File: src/rtl/serial_adder_pkg.sv
// serial_adder_pkg: shared FSM state encodings and counter-width helper
package serial_adder_pkg;
  localparam logic [1:0] S_IDLE  = 2'd0;
  localparam logic [1:0] S_SHIFT = 2'd1;
  localparam logic [1:0] S_DONE  = 2'd2;
  function automatic int clog2(input int v);
    int r = 0;
    while ((1 << r) < v) r++;
    return r;
  endfunction
endpackage

File: src/rtl/serial_adder_ctrl_fa_cell.sv
// fa_cell: combinational 1-bit full adder (a, b, ci -> s, co)
module fa_cell (
  input  logic a,
  input  logic b,
  input  logic ci,
  output logic s,
  output logic co
);
  assign s  = a ^ b ^ ci;
  assign co = (a & b) | (ci & (a ^ b));
endmodule

File: src/rtl/serial_adder_ctrl.sv
// serial_adder_ctrl: bit-serial WIDTH-bit adder, LSB first, with start/busy/done handshake
// Ports: clk, rst_n (async active-low); start, a_in, b_in, cin captured on accepted start;
// sum_out/cout registered result; busy in SHIFT/DONE; done one-cycle result-valid pulse.
// SERIAL_ADDER_SUB_EN: adds input sub; sub=1 computes a_in - b_in (cout=1 means no borrow).
module serial_adder_ctrl
  import serial_adder_pkg::*;
#(
  parameter int WIDTH = 8
) (
  input  logic             clk,
  input  logic             rst_n,
  input  logic             start,
  input  logic [WIDTH-1:0] a_in,
  input  logic [WIDTH-1:0] b_in,
  input  logic             cin,
`ifdef SERIAL_ADDER_SUB_EN
  input  logic             sub,
`endif
  output logic [WIDTH-1:0] sum_out,
  output logic             cout,
  output logic             busy,
  output logic             done
);
  localparam int CW = clog2(WIDTH);
  localparam logic [CW-1:0] LAST = CW'(WIDTH - 1);
  logic [1:0] state, nxt;
  logic [WIDTH-1:0] a_reg, b_reg, acc;
  logic [CW-1:0] cnt;
  logic carry, b_bit, c0, s, co, go, last;
  assign go = state == S_IDLE && start;
  assign last = cnt == LAST;
`ifdef SERIAL_ADDER_SUB_EN
  logic sub_reg;
  always_ff @(posedge clk or negedge rst_n)
    if (!rst_n) sub_reg <= 1'b0;
    else if (go) sub_reg <= sub;
  // subtract as A + ~B + 1: invert b bits and force the initial carry high
  assign b_bit = b_reg[0] ^ sub_reg;
  assign c0 = sub | cin;
`else
  assign b_bit = b_reg[0];
  assign c0 = cin;
`endif
  fa_cell u_fa (.a(a_reg[0]), .b(b_bit), .ci(carry), .s(s), .co(co));
  always_ff @(posedge clk or negedge rst_n)
    if (!rst_n) state <= S_IDLE;
    else state <= nxt;
  always_comb
    nxt = state == S_IDLE  ? (start ? S_SHIFT : S_IDLE) :
          state == S_SHIFT ? (last ? S_DONE : S_SHIFT) : S_IDLE;
  always_comb begin
    busy = state == S_SHIFT || state == S_DONE;
    done = state == S_DONE;
  end
  always_ff @(posedge clk or negedge rst_n)
    if (!rst_n) begin
      a_reg   <= '0;
      b_reg   <= '0;
      acc     <= '0;
      carry   <= 1'b0;
      cnt     <= '0;
      sum_out <= '0;
      cout    <= 1'b0;
    end else if (go) begin
      a_reg <= a_in;
      b_reg <= b_in;
      carry <= c0;
      cnt   <= '0;
    end else if (state == S_SHIFT) begin
      acc   <= {s, acc[WIDTH-1:1]};
      a_reg <= a_reg >> 1;
      b_reg <= b_reg >> 1;
      carry <= co;
      cnt   <= cnt + 1'b1;
      if (last) begin
        sum_out <= {s, acc[WIDTH-1:1]};
        cout    <= co;
      end
    end
endmodule

File: config.mk
export PLATFORM = sky130hd
export DESIGN_NAME = serial_adder_ctrl
export DESIGN_NICKNAME = d
export VERILOG_FILES = /design/src/rtl/serial_adder_pkg.sv /design/src/rtl/serial_adder_ctrl_fa_cell.sv /design/src/rtl/serial_adder_ctrl.sv
export SDC_FILE = /design/constraint.sdc
export NUM_CORES = 1
export LEC_CHECK = 0
export ABC_AREA = 0
export BUFFER_PORTS_ARGS = -buffer_cell sky130_fd_sc_hd__buf_2
export CAP_MARGIN = 20
export CELL_PAD_IN_SITES_DETAIL_PLACEMENT = 1
export CELL_PAD_IN_SITES_GLOBAL_PLACEMENT = 1
export CORE_MARGIN = 2
export CORE_UTILIZATION = 30
export DETAILED_ROUTE_END_ITERATION = 8
export PLACE_DENSITY_LB_ADDON = 0.1
export SYNTH_ARGS = -nofsm -noshare
export SYNTH_HDL_FRONTEND = slang
export SYNTH_SLANG_ARGS = --single-unit
File: constraint.sdc
create_clock -name clk -period 3.61 [get_ports clk]
set_clock_uncertainty 0.05 [all_clocks]
set_input_delay 0.5415 -clock clk [delete_from_list [all_inputs] [get_ports clk]]
set_output_delay 0.5415 -clock clk [all_outputs]
set_load 0.02 [all_outputs]
## After elaboration in Yosys (flattened, before gate mapping)

Index checks and enable logic that the tools add are counted.

| cells by class | value |
|---|---|
| bitwise gates (word level) | 6 |
| add/subtract/negate cells | 1 |
| equal/unequal tests | 3 |
| reductions and logical operators | 6 |
| multiplexer cells | 12 |

Operators with widths:

| operator | number |
|---|---|
| $mux W8 | 4 |
| $mux W2 | 3 |
| $mux W3 | 2 |
| $add A3 B1 Y3 const B | 1 |
| $eq A3 B3 Y1 const B | 1 |
| $mux W1 | 3 |
| $reduce_and A3 Y1 | 1 |
| $and A1 B1 Y1 | 2 |
| $eq A2 B1 Y1 const B | 1 |
| $eq A2 B2 Y1 const B | 1 |
| $logic_not A2 Y1 | 1 |
| $reduce_and A2 Y1 | 1 |
| $reduce_bool A2 Y1 | 1 |
| $xor A1 B1 Y1 | 2 |
| $logic_and A1 B1 Y1 | 1 |
| $logic_or A1 B1 Y1 | 1 |
| $not A1 Y1 | 1 |
| $or A1 B1 Y1 | 1 |

| word-level totals | value |
|---|---|
| bits of input ports | 20 |
| register bits | 39 |
| output and inout bits | 11 |

## Longest topological paths before layout

Gate-level depths: netlist of the first run.

| depth | value |
|---|---|
| word-level depth | 5 |
| depth in mapped cells | 7 |
| gate-level depth less buffers | 5 |

## Cells and area by module

Synthesis of the first run repeated with hierarchy kept, for this count alone.

| second synthesis, totals | value |
|---|---|
| cell total of the unflattened synthesis | 137 |
| area, all modules | 1710.4 um2 |

By module, submodules not included:

| module | sequential area each (um2) | area an instance (um2) | instances | cells an instance |
|---|---|---|---|---|
| serial_adder_ctrl | 950.9 | 1690.4 | 1 | 136 |
| fa_cell | 0.0 | 20.0 | 1 | 1 |

## Worst setup path after synthesis of the first run

Ideal clock, no wire load.

| path | value |
|---|---|
| path kind | reg2reg |
| start point | reg state[1] |
| end point | reg cout |
| data arrival time | 1.366 ns |
| clock period less this slack | 1.541 ns |
| required time | 3.435 ns |
| path slack | 2.069 ns |
| library setup time | 0.125 ns |
| buffers on the path | 0 |
| stages on the path, launching flop included | 6 |
| cells stage by stage | dfrtp_1 > inv_1 > ha_1 > nand2_1 > a21oi_4 > mux2_2 |

| on the way | value |
|---|---|
| longest elaborated chain between the ends | 4 |
| elaborated cells on any way between the ends | 5 |

RTL lines:

| item | RTL line | text |
|---|---|---|
| from (decl) | serial_adder_ctrl.sv:26 | `logic [1:0] state, nxt;` |
| from (signal assigned) | serial_adder_ctrl.sv:47 | `else state <= nxt;` |
| $logic_not A2 Y1 | serial_adder_ctrl.sv:30 | `assign go = state == S_IDLE && start;` |
| $logic_and A1 B1 Y1 | serial_adder_ctrl.sv:30 |  |
| $not A1 Y1 (no line) | -- |  |
| $reduce_and A3 Y1 (no line) (*) | -- |  |
| to (signal assigned) | serial_adder_ctrl.sv:77 | `cout <= co;` |
| to (decl) | serial_adder_ctrl.sv:20 | `output logic cout,` |

Every way passes the cells marked *; elsewhere a longest branch is shown, timed or not.
A chain may end at the register's enable or synchronous reset.

## Worst setup path in the final report of the first run

| path | value |
|---|---|
| start point | reg state[0] |
| end point | out busy |

| on the way | value |
|---|---|
| longest elaborated chain between the ends | 2 |
| elaborated cells on any way between the ends | 3 |

RTL lines:

| item | RTL line | text |
|---|---|---|
| $eq A2 B1 Y1 / $eq A2 B2 Y1 (equally long branches) | serial_adder_ctrl.sv:52 | `busy = state == S_SHIFT \|\| state == S_DONE;` |
| $logic_or A1 B1 Y1 (*) | serial_adder_ctrl.sv:52 |  |
| to (decl) | serial_adder_ctrl.sv:21 | `output logic busy,` |

Marked as above.

==> reports/qor.yml, run 1 <==
drtAntennaViolNets: 0
start_util: 0.311
finalSetupViolations: 0
syn_nets: 165
cp.required_ns: 3.02
die_h_microns: 79.5
ys_seq_area_frac: 0.556
max_slew_margin: 0.425
tns_ns: 0
crit_path_max_incr_delay_ns: 0.38
power_mw: 1.71
rsz0062_at_grt: "no"
dr.pass1.iters: 3
cts_made_buffers: 5
ioPinCount: 31
cts_tree: "yes"
ys_seq_elements: 38
postCtsHoldBufs: 0
wl_per_cell_microns: 12.9
syn_inst: 137
vias: 1081
grt.met1_usage: 0.136
grt.overflow.total: 0
die_w_microns: 79.5
dieArea_sq_mm: 0.00632
cts_buffer_depth: 2
htreeDepth: 2
drt-total-wl_microns: 3110
port-buffer-count: 30
antenna_found_initial: 0
outcome: "finished clean"
max_freq_mhz: 555
cpMaxStageDelayCell: "dfrtp_1"
antenna_cells: 0
coreArea_sq_mm: 0.00551
p_leak_nw: 1.04
timing.final.crit_share: 0.499
grt_pass1_wl_microns: 5390
p_per_area_mw_per_mm2: 837
synth.distinct_cells: 19
dpl.cell_count: 233
fill_cells: 616
r2r_start: "state[1]$_DFF_PN0_"
fin_hold_ws_ns: 0.311
syn_area_sq_mm: 0.00171
grt_pass1_vias: 1134
use_met2: 0.185
reg2regPathDepth: 5
avgSynthCellArea_sq_um: 12.5
grt_max_degree: 39
end_kind: "output pin"
worst_pin_slew_ns: 0.863
hold_viol: 0
cp-start-kind: "flop"
syn_to_final_growth_pct: 19.5
drive_gt1_frac: 0.343
gp_congestion: 0.722
fp-row-count: 27
r2r-end: "sum_out[7]$_DFFE_PN0P_"
post-route-util: 0.371
crit_path_cell_trace: "inv_1 > ha_1 > buf_2"
nets: 196
remaining_drc_errors: 0
top_usage_layer: "met2"
via_per_inst: 4.49
maxSlewViolCount: 0
drtIter0Drc: 46
r2r_setup_slack_ns: 1.84
post-route-min-period_ns: 1.80
worstPathArrival_ns: 1.21
clk_latency_ns: 0.29
clk_pin_slew_ns: 0.07
post-cts-setup-buffers: 0
layout.cells.non_filler: 241
dp_hpwl_microns: 2210
yosys_warnings: 0
cp_max_fo: 3
holdCritPathClass: "input pin to asynchronous set/reset pin"
track_usage: 0.112
use_met3: 0.0407
ctsRootBufferMaster: "clkbuf_8"
max_cap_viol_count: 0
ir_drop_mv: 0.306
cts_resized: 0
clkSinkCount: 38
critPathKind: "flop to output pin"
layer usage:
metal / up-vias / share of wire
li1: 527 / -
met3: 6 / 0.049
met1: 525 / 0.44
met4: 0 / 0.014
met5: - / 0
met2: 23 / 0.49
worst max-delay path by stage:
stage                                   from                endpoint  slack, ns
after floorplan           state[1]$_DFF_PN0_        cout$_DFFE_PN0P_       2.07
after global placement    state[1]$_DFF_PN0_  sum_out[5]$_DFFE_PN0P_       1.94
after detailed placement  state[1]$_DFF_PN0_  sum_out[1]$_DFFE_PN0P_       1.84
after CTS                 state[0]$_DFF_PN0_                    busy       1.79
after global routing      state[0]$_DFF_PN0_                    busy       1.75
final                     state[0]$_DFF_PN0_                    busy       1.81
Yosys cell counts (all sizes together):
cell type | n | share of area
dfrtp | 38 | 0.56
nand2 | 22 | 0.053
o21ai | 20 | 0.059
mux2 | 16 | 0.11
mux2i | 16 | 0.094
ha | 7 | 0.051
buf | 5 | 0.031
a21oi | 3 | 0.015
clkbuf | 2 | 0.0044
inv | 2 | 0.0044
nand3 | 2 | 0.0059
fa | 1 | 0.012
nand2b | 1 | 0.0037
nor2 | 1 | 0.0022
or2b | 1 | 0.0044
cells by family after synthesis:
logic type / synth area share
AO/OA/AOI/OAI: 0.0739
adder cells (fa/ha/maj): 0.0629
buffers and inverters: 0.0395
flip-flops: 0.556
multiplexers: 0.199
AND/OR/NAND/NOR: 0.0688
per-stage QoR:
stage | instance area [sq um] | setup WS (ns)
after floorplan | 1710 | 2.07
after global routing | 2040 | 1.75
after detailed placement | 1900 | 1.84
after CTS | 2040 | 1.79
final | 2040 | 1.81
after global placement | 1900 | 1.94
cell type report:
class	count	area [sq um]	area share
Clock buffer	6	82.6	0.0404
Inverter	2	7.51	0.00367
Timing Repair Buffer	31	158	0.0771
Tap cell	72	90.1	0.0441
Multi-Input combinational cell	90	696	0.340
Sequential cell	38	951	0.465
Clock inverter	2	60.1	0.0294
critical path, delay by kind of cell, from the launching register on:
family	cells	cell delay [ns]
buffers and inverters	2	0.25
flip-flops	1	0.38
adder cells (fa/ha/maj)	1	0.29
report_power, final:
part / switching (mW) / total [mW] / leakage (nW) / internal [mW]
Clock: 0.151 / 0.445 / 0.0714 / 0.295
Combinational: 0.309 / 0.566 / 0.477 / 0.257
Sequential: 0.0976 / 0.699 / 0.490 / 0.602
Total: 0.557 / 1.71 / 1.04 / 1.15
layout by cell type (no fill, tap or decap):
cell and n:
dfrtp_1 38, buf_2 30, nand2_1 21, o21ai_0 19
mux2_2 16, mux2i_1 16, ha_1 7, clkbuf_8 6
inv_1 2, nand3_1 2, bufinv_16 2, or2b_1 1
nand2_4 1, nor2_1 1, a21oi_2 1, nand2b_1 1
a21oi_4 1, o21ai_1 1, a21oi_1 1, fa_1 1
buf_4 1
Note: power is estimated with default switching activity, not from simulation.
==> inputs of run 2 (changes only) <==
Clock period 3.61 ns to 1.68 ns, I/O delays scaled along.
==> run 2 against run 1 <==
  * Cell count rose by 2.1%
  * Global-route usage grew 0.62 points
  * Combinational power rose by 130%
  * Power is 100% higher
  * Critical endpoint is now sum_out[0]$_DFFE_PN0P_
  * Largest power group unchanged
==> reports/qor.yml, run 2 (synthesized netlist as in run 1, its figures left out) <==
outcome: "finished clean"
max_slew_margin: 0.625  # +0.201
drtIter0Drc: 43  # -6.5%
rsz0062_at_grt: "no"
hold_viol: 0  # unchanged
top_layer_used: "met4"
worst_pin_slew_ns: 0.562  # -0.301 ns
cts_made_buffers: 5  # unchanged
ioPinCount: 31  # unchanged
antenna_cells: 0  # unchanged
critPathKind: "flop to flop"
place_worst_setup_slack_ns: -0.00108  # -1.84 ns
clk_pin_slew_ns: 0.07  # about the same
wl_met2_microns: 1690  # +10%
finalSetupViolations: 0  # unchanged
wl_per_cell_microns: 13.5  # +4.9%
combinationalPowerShare: 0.376  # +0.045
clk_latency_ns: 0.29  # about the same
fill_cells: 611  # -0.81%
remaining_drc_errors: 0  # unchanged
p_leak_nw: 1.04  # +0.26%
gp_congestion: 0.743  # +2.9%
cp.required_ns: 1.80  # -1.22 ns
antenna_found_initial: 0  # unchanged
final_cell_mix: "dfrtp_1 (38), buf_2 (30), nand2_1 (20)"
cp_max_fo: 9  # +6
grt.overflow.total: 0  # unchanged
p_seq_frac: 0.435  # +0.026
p_per_area_mw_per_mm2: 1680  # +100%
final_common_cell: "dfrtp_1"
die_w_microns: 79.5  # unchanged
swShare: 0.356  # +0.0298
dieArea_sq_mm: 0.00632  # unchanged
cp-start-kind: "flop"
grt_pass1_vias: 1161  # +2.4%
cts_buffer_depth: 2  # unchanged
vias: 1105  # +2.2%
ir_drop_mv: 0.449  # +47%
drtAntennaViolNets: 0  # unchanged
holdCritPathClass: "input pin to flop"
die_h_microns: 79.5  # unchanged
internal_power_mw: 2.24  # +94%
grt_pass1_wl_microns: 5600  # +3.8%
post-route-util: 0.376  # +0.00454
pwr-share-clk: 0.188  # -0.072
wl_met3_microns: 150  # -1.3%
max_freq_mhz: 635
max_cap_viol_count: 0  # unchanged
fp-row-count: 27  # unchanged
via_per_inst: 4.49  # +0.14%
port-buffer-count: 30  # unchanged
post-route-min-period_ns: 1.58
start_util: 0.311  # unchanged
drt-total-wl_microns: 3330  # +7.1%
dp_hpwl_microns: 2410  # +9.1%
htreeDepth: 2  # unchanged
clkSinkCount: 38  # unchanged
ctsRootBufferMaster: "clkbuf_8"
dr.pass1.iters: 3  # unchanged
drive_gt1_frac: 0.374  # +0.0304
dpl.cell_count: 236  # +1.3%
cts_tree: "yes"
timing.final.crit_share: 0.938
track_usage: 0.118  # +0.00620
end_kind: "flop"
nets: 201  # +2.6%
post_dp_cell_area_sq_mm: 0.00194  # +1.8%
m1WireLength_microns: 1450  # +4.8%
coreArea_sq_mm: 0.00551  # unchanged
layout.cells.non_filler: 246  # +2.1%
maxSlewViolCount: 0  # unchanged
worst_slack_ns: 0.105  # -1.70 ns
worstPathArrival_ns: 1.70  # +0.49 ns
power.switching_mw: 1.23  # +120%
syn_to_final_growth_pct: 21.0
fin_area_sq_mm: 0.00207  # +1.2%
grt_max_degree: 39  # unchanged
[run 2: stage by stage]
step / TNS (ns) / power [mW] / hold WS, ns
CTS: 0 / 3.54 / 0.184
detailed placement: -0.00108 / 2.86 / 0.229
global placement: 0 / 2.78 / 0.232
global route: 0 / 3.76 / 0.200
finish: 0 / 3.47 / 0.191
floorplan: 0 / 2.47 / -0.0936
[run 2: final cells by class]
class	instances	area (sq um)	area share
Clock buffer	6	82.6	0.0399
Tap cell	72	90.1	0.0435
Multi-Input combinational cell	90	703	0.340
Clock inverter	2	12.5	0.00605
Inverter	2	7.51	0.00363
Sequential cell	38	951	0.459
Timing Repair Buffer	36	223	0.108
[run 2: routing by layer]
metal | vias to the layer above | track usage
met5 | - | 0
met2 | 24 | 0.196
met4 | 0 | 0.0569
met3 | 2 | 0.0419
met1 | 546 | 0.135
li1 | 533 | -
[run 2: worst max-delay path, cell delays in order (launching register included)]
cell     delay, ns
dfrtp_1       0.39
inv_1         0.13
ha_1          0.21
nand2_2       0.08
a21oi_4       0.14
buf_12        0.14
mux2_2        0.33
[run 2: repair_timing]
item / in CTS / in global routing
endpoints found under the setup margin: 7 / 9
hold endpoints to repair: 23 / 0
hold buffers: 1 / 0
setup buffers: 0 / 1
gates resized for setup: 0 / 3
pin swaps: 1 / 0
[run 2: path summary, 6_finish.rpt]
check	from	endpoint	slack, ns	depth (start not counted)
setup / recovery	state[1]$_DFF_PN0_	sum_out[0]$_DFFE_PN0P_	0.10	6
hold / removal	a_in[7]	a_reg[7]$_DFFE_PN0P_	0.19	3
setup reg to reg	state[1]$_DFF_PN0_	sum_out[0]$_DFFE_PN0P_	0.10	6
hold reg to reg	b_reg[5]$_DFFE_PN0P_	b_reg[5]$_DFFE_PN0P_	0.44	2
max in group asynchronous	rst_n	b_reg[1]$_DFFE_PN0P_	0.61	3
min in group asynchronous	rst_n	sum_out[2]$_DFFE_PN0P_	0.43	2
[run 2: power groups by stage]
stage	sequential [mW]	combinational, mW	clock [mW]
6_report	1.51	1.31	0.653
5_1_grt	1.57	1.45	0.737
4_1_cts	1.52	1.33	0.691
3_5_place_dp	1.54	1.32	0
3_3_place_gp	1.51	1.27	0
2_1_floorplan	1.55	0.923	0
